**src/rtl/display_irq_ctrl.sv**
```systemverilog
`default_nettype none
// +----------------------------------------------------------------------------+
// | Module  : display_irq_ctrl                                                 |
// | Brief   : Pixel-clock display interrupt controller. Decodes vblank and     |
// |           NUM_LINE_IRQ programmable raster-line events from (sx, sy),      |
// |           keeps per-source pending bits with per-source acknowledge and    |
// |           drives one registered level IRQ = |(pending & enable).           |
// | Option  : define IRQ_OVERRUN_CNT_EN to add o_overrun_cnt, a saturating     |
// |           count of events that landed on an already-pending, un-acked bit.|
// | Revision: 1.0 - initial release                                            |
// +----------------------------------------------------------------------------+
module display_irq_ctrl #(
  parameter int CORDW        = 16,
  parameter int NUM_LINE_IRQ = 4,
  parameter int H_ACTIVE     = 640,
  parameter int V_ACTIVE     = 480,
  parameter int FRAME_CNT_W  = 8
) (
  input  logic                              i_clk,
  input  logic                              rst,
  input  logic [CORDW-1:0]                  sx,
  input  logic [CORDW-1:0]                  sy,
  input  logic                              i_ack_valid,
  input  logic [NUM_LINE_IRQ:0]             i_ack_mask,
  input  logic                              i_cfg_we,
  input  logic [$clog2(NUM_LINE_IRQ+1)-1:0] i_cfg_sel,
  input  logic                              i_cfg_en,
  input  logic [CORDW-1:0]                  i_cfg_line,
  output logic                              o_irq,
  output logic [NUM_LINE_IRQ:0]             o_pending,
`ifdef IRQ_OVERRUN_CNT_EN
  output logic [7:0]                        o_overrun_cnt,
`endif
  output logic [FRAME_CNT_W-1:0]            o_frame_cnt
);

  localparam int               NSRC     = NUM_LINE_IRQ + 1;
  localparam int               SELW     = $clog2(NSRC);
  localparam logic [CORDW-1:0] c_H_ACT  = CORDW'(H_ACTIVE);
  localparam logic [CORDW-1:0] c_V_ACT  = CORDW'(V_ACTIVE);

  logic [NSRC-1:0]        r_pend;
  logic [NSRC-1:0]        r_en;
  logic                   r_irq;
  logic [FRAME_CNT_W-1:0] r_frame;
  logic [CORDW-1:0]       r_line [NUM_LINE_IRQ];

  logic [NSRC-1:0]        w_ev;
  logic [NSRC-1:0]        w_ack;
  logic [NSRC-1:0]        w_pend_nxt;
  logic [NSRC-1:0]        w_en_nxt;
  logic                   w_frame_start;

  assign w_frame_start = (sx == '0) && (sy == '0);
  assign w_ev[0]       = (sx == '0) && (sy == c_V_ACT);

  // Line events fire at the end of the active part of the compared line;
  // compare values outside the active area are kept silent explicitly since
  // sy keeps counting through vertical blanking.
  generate
    for (genvar k = 0; k < NUM_LINE_IRQ; k++) begin : g_line_ev
      assign w_ev[k+1] = (sx == c_H_ACT) && (sy == r_line[k]) && (r_line[k] < c_V_ACT);
    end
  endgenerate

  // Set beats clear so an event coinciding with its own ack is never lost.
  assign w_ack      = i_ack_valid ? i_ack_mask : '0;
  assign w_pend_nxt = (r_pend & ~w_ack) | w_ev;

  // Enable written this cycle already gates the IRQ computed this cycle.
  always_comb begin
    w_en_nxt = r_en;
    if (i_cfg_we) begin
      for (int s = 0; s < NSRC; s++) begin
        if (i_cfg_sel == SELW'(s)) w_en_nxt[s] = i_cfg_en;
      end
    end
  end

  // Pending, enable, IRQ and frame counter state.
  always_ff @(posedge i_clk) begin
    if (rst) begin
      r_pend  <= NSRC'(1);
      r_en    <= NSRC'(1);
      r_irq   <= 1'b1;
      r_frame <= '0;
    end else begin
      r_pend <= w_pend_nxt;
      r_en   <= w_en_nxt;
      r_irq  <= |(w_pend_nxt & w_en_nxt);
      if (w_frame_start) r_frame <= r_frame + FRAME_CNT_W'(1);
    end
  end

  // Line compare registers; sel 0 (vblank) and out-of-range sel never match.
  always_ff @(posedge i_clk) begin
    if (rst) begin
      for (int k = 0; k < NUM_LINE_IRQ; k++) r_line[k] <= '0;
    end else if (i_cfg_we) begin
      for (int k = 0; k < NUM_LINE_IRQ; k++) begin
        if (i_cfg_sel == SELW'(k + 1)) r_line[k] <= i_cfg_line;
      end
    end
  end

  assign o_irq       = r_irq;
  assign o_pending   = r_pend;
  assign o_frame_cnt = r_frame;

`ifdef IRQ_OVERRUN_CNT_EN
  logic [7:0]      r_ovr;
  logic [NSRC-1:0] w_hits;
  logic [8:0]      w_hit_cnt;
  logic [8:0]      w_ovr_sum;

  assign w_hits = w_ev & r_pend & ~w_ack;

  // Several sources may overrun in the same cycle, so add the hit count.
  always_comb begin
    w_hit_cnt = '0;
    for (int s = 0; s < NSRC; s++) w_hit_cnt = w_hit_cnt + 9'(w_hits[s]);
    w_ovr_sum = {1'b0, r_ovr} + w_hit_cnt;
  end

  // Saturating overrun counter, cleared only by reset.
  always_ff @(posedge i_clk) begin
    if (rst) begin
      r_ovr <= '0;
    end else begin
      r_ovr <= (w_ovr_sum > 9'd255) ? 8'hFF : w_ovr_sum[7:0];
    end
  end

  assign o_overrun_cnt = r_ovr;
`endif

endmodule
`default_nettype wire

```
**config.mk**
```make
export PLATFORM = sky130hd
export DESIGN_NAME = display_irq_ctrl
export DESIGN_NICKNAME = d
export VERILOG_FILES = /design/src/rtl/display_irq_ctrl.sv
export SDC_FILE = /design/constraint.sdc
export NUM_CORES = 1
export LEC_CHECK = 0
export ABC_AREA = 1
export CORE_MARGIN = 5
export CORE_UTILIZATION = 33
export CTS_CLUSTER_DIAMETER = 80
export DETAILED_ROUTE_END_ITERATION = 16
export GPL_TIMING_DRIVEN = 0
export PLACE_DENSITY_LB_ADDON = 0.1
export SLEW_MARGIN = 15
export SYNTH_ARGS = -nofsm -noshare
export SYNTH_HDL_FRONTEND = slang
export SYNTH_SLANG_ARGS = --single-unit
```
**constraint.sdc**
```tcl
create_clock -name i_clk -period 1.5 [get_ports i_clk]
set_clock_uncertainty 0.1 [all_clocks]
set_input_delay 0.375 -clock i_clk [delete_from_list [all_inputs] [get_ports i_clk]]
set_output_delay 0.375 -clock i_clk [all_outputs]
set_load 0.01 [all_outputs]
```
==> flow_metrics.tcl <==
set metrics [dict create \
    fin_area_um2 6290 \
    fmax_ghz 0.651 \
    hold_viol 0 \
    overflow 0 \
    synth-seq-area-share_pct 50.4 \
    netlist_area_um2 4560 \
    coreArea_um2 13700 \
    ys_ff_latch 83 \
    synth.avg_cell_area_um2 7.51 \
    finalMaxSlewViolations 0 \
    syn_nets 670 \
    setup_ws_ns -0.0365 \
    cts_buffer_depth 2 \
    avgViaCountPerCell 4.54 \
    grt_pass1_vias 3913 \
    numPortBuffers 68 \
    ant_nets 0 \
    synthMuxAreaShare_pct 0 \
    synth-adder-area-share_pct 0.274 \
    clkSlewWorstSetupHoldPaths_ns 0.06 \
    whs_ns 0.300 \
    tightest_slew_ns 0.493 \
    worstSetupStartpointType "input port" \
    grt_max_degree 17 \
    slowest_stage "clkdlybuf4s15_2" \
    outcome "finished with violations" \
    area_growth_syn_to_layout_pct 37.9 \
    p_leak_nw 2.87 \
    path_class "input port to register" \
    async_flop_share_pct 0 \
    yosysUniqueCellTypes 26 \
    synth_top_area_cell "edfxtp_1" \
    drive_above_1_share_pct 17.0 \
    post-route-period-util_pct 102 \
    synth_edf_count 64 \
    synth_top_family_by_area "simple AND/OR/NAND/NOR gates" \
    clock_latency_ns 0.34 \
    min_path_type "input port to register" \
    ys_top_cells_by_count "183 x nand2_1, 150 x nor2_1, 82 x inv_1" \
    timing.setup.tns_ns -0.0365 \
    antenna_found_initial 0 \
    drc 0 \
    numCtsBuffers 9 \
    h-tree-depth 3 \
    die-area_um2 16300 \
    die_h_um 128 \
    ys.flop_type "edfxtp_1" \
    ctsHoldBuffers 0 \
    pre_cts_slack_ns -1.19 \
    grt_usage_pct 16.7 \
    initial_core_util_pct 33.3 \
    crit_top_cell "nand2_1" \
    hpwl_um 9460 \
    cp.arrival_ns 1.67 \
    period_needed_ns 1.54 \
    syn_inst 608 \
    dpl_cell_area_um2 5470 \
    grt_pass1_wl_um 20500 \
    synthXorXnorAreaFrac_pct 5.18 \
    rows 43 \
    n_antenna_cell 0 \
    dr.pass1.iters 4 \
    max_slew_margin_pct 67.1 \
    route.vias.total 4078 \
    cts-root-buf "clkbuf_16" \
    ir_worst_vdd_v 0.000374 \
    cp_slowest_stage_delay_ns 0.26 \
    io_pins 75 \
    worstPathRequired_ns 1.64 \
    wire_per_inst_um 14.8 \
    synth_top_area_share_pct 42.1 \
    synth_compound_area_share_pct 2.41 \
    yosys.area_share.simple_pct 32.5 \
    yosysMostFrequentCell "nand2_1" \
    gp_congestion 0.840 \
    finalSetupViolations 1 \
    yosys_warnings 0 \
    path_max_fanout 5 \
    final_nets 776 \
    cap_viol_max_count 0 \
    p_per_area_nw_per_um2 891 \
    drtIter0Drc 249 \
    cts_tree "built" \
    crit_chain "clkdlybuf4s15_2 > inv_1 > nor2_4 > nand3_4 > o21ai_1 > inv_1 > nand2_1 > nand2_1 > nor2_1 > nand2_1" \
    worst_setup_path_end_kind "register" \
    rsz0062_at_grt "yes" \
    routed_wl_um 13300 \
    violations "setup timing" \
    clock-sinks 83 \
    die_w_um 128 \
    synth_area_leaders "edfxtp_1 42%, nand2_1 15%, nor2_1 12%, dfxtp_1 8.3%, inv_1 6.7%" \
]
final timing paths:
| kind | startpoint | cells past startpoint | slack [ns] | end |
|---|---|---|---|---|
| worst max-delay path | i_cfg_we | 10 | -0.04 | o_irq$_SDFF_PP1_ |
| worst max register to register | r_line[1][0]$_SDFFCE_PN0P_ | 8 | -0.02 | o_irq$_SDFF_PP1_ |
| worst min register to register | r_en[0]$_SDFF_PP1_ | 2 | 0.37 | r_en[0]$_SDFF_PP1_ |
| worst min-delay path | rst | 2 | 0.30 | o_frame_cnt[7]$_SDFFE_PP0P_ |
per-stage QoR:
| stage | utilization, % | std cells | total power [mW] |
|---|---|---|---|
| after detailed placement | 39.9 | 856 | 3.41 |
| after global routing | 45.9 | 899 | 5.85 |
| final | 45.9 | 899 | 5.61 |
| after global placement | 39.9 | 856 | 3.40 |
| after floorplan | - | 608 | 3.08 |
| after CTS | 44.4 | 891 | 5.60 |
what timing repair did:
action                                  CTS  global route
resized for setup                       143            55
pin swaps                                35            30
buffers inserted                         15             8
endpoints found under the setup margin  155            40
cloned                                    4             0
cell type report:
class,instances,area (um2)
fillers,1372,7420
flip-flops and latches,83,2310
multi-input cells,426,2150
repair buffers,92,853
inverters,89,349
clock buffers,12,236
well taps,180,225
plain buffers,13,134
clock inverters,4,42.5
flip-flops by register name, indices dropped and copies added, names as in the netlist:
| register | cells |
|---|---|
| o_irq | 1 |
| r_en | 5 |
| o_frame_cnt | 8 |
| r_line | 64 |
| o_pending | 5 |
worst max-delay path: cells and delay by family:
kind | cells | cell delay [ns]
compound gates | 1 | 0.22
buf+inv | 3 | 0.44
simple gates | 6 | 0.64
per-layer routing:
| metal | vias up | wire (um) | GRT usage, % |
|---|---|---|---|
| li1 | 2084 | - | - |
| met1 | 1886 | 5970 | 22.3 |
| met2 | 97 | 6440 | 27.4 |
| met3 | 11 | 732 | 3.26 |
| met4 | 0 | 195 | 5.12 |
| met5 | - | 0 | 0 |
cell usage in the layout, fill, tap and decap left out, drive strengths merged:
| master | instances |
|---|---|
| nor3 | 7 |
| clkinv | 4 |
| nor4 | 2 |
| inv | 88 |
| o21ai | 7 |
| nor2 | 153 |
| dfxtp | 19 |
| or2 | 3 |
| bufinv | 1 |
| a21oi | 15 |
| nand4 | 8 |
| nand3 | 15 |
| clkbuf | 20 |
| clkdlybuf4s50 | 23 |
| edfxtp | 64 |
| clkdlybuf4s15 | 18 |
| xor2 | 25 |
| nand2 | 187 |
| ha | 1 |
| and2 | 1 |
| xnor2 | 2 |
| dlygate4sd2 | 17 |
| buf | 39 |
where the power goes:
part	switching, mW	internal, mW	total (mW)
clock	0.850	1.28	2.13
combinational	0.459	0.341	0.800
sequential	0.0768	2.61	2.68
total	1.39	4.22	5.61
kinds of logic (layout without fill, tap and decap cells):
logic type                 count (synthesis)  in the layout
buffers and inverters                    102            210
xor gates and xnor gates                  27             27
DFF                                       83             83
and+or+nand+nor                          373            376
AOI/OAI and AO/OA                         22             22
adders and majority gates                  1              1
Power figures use the tool's default switching activity.
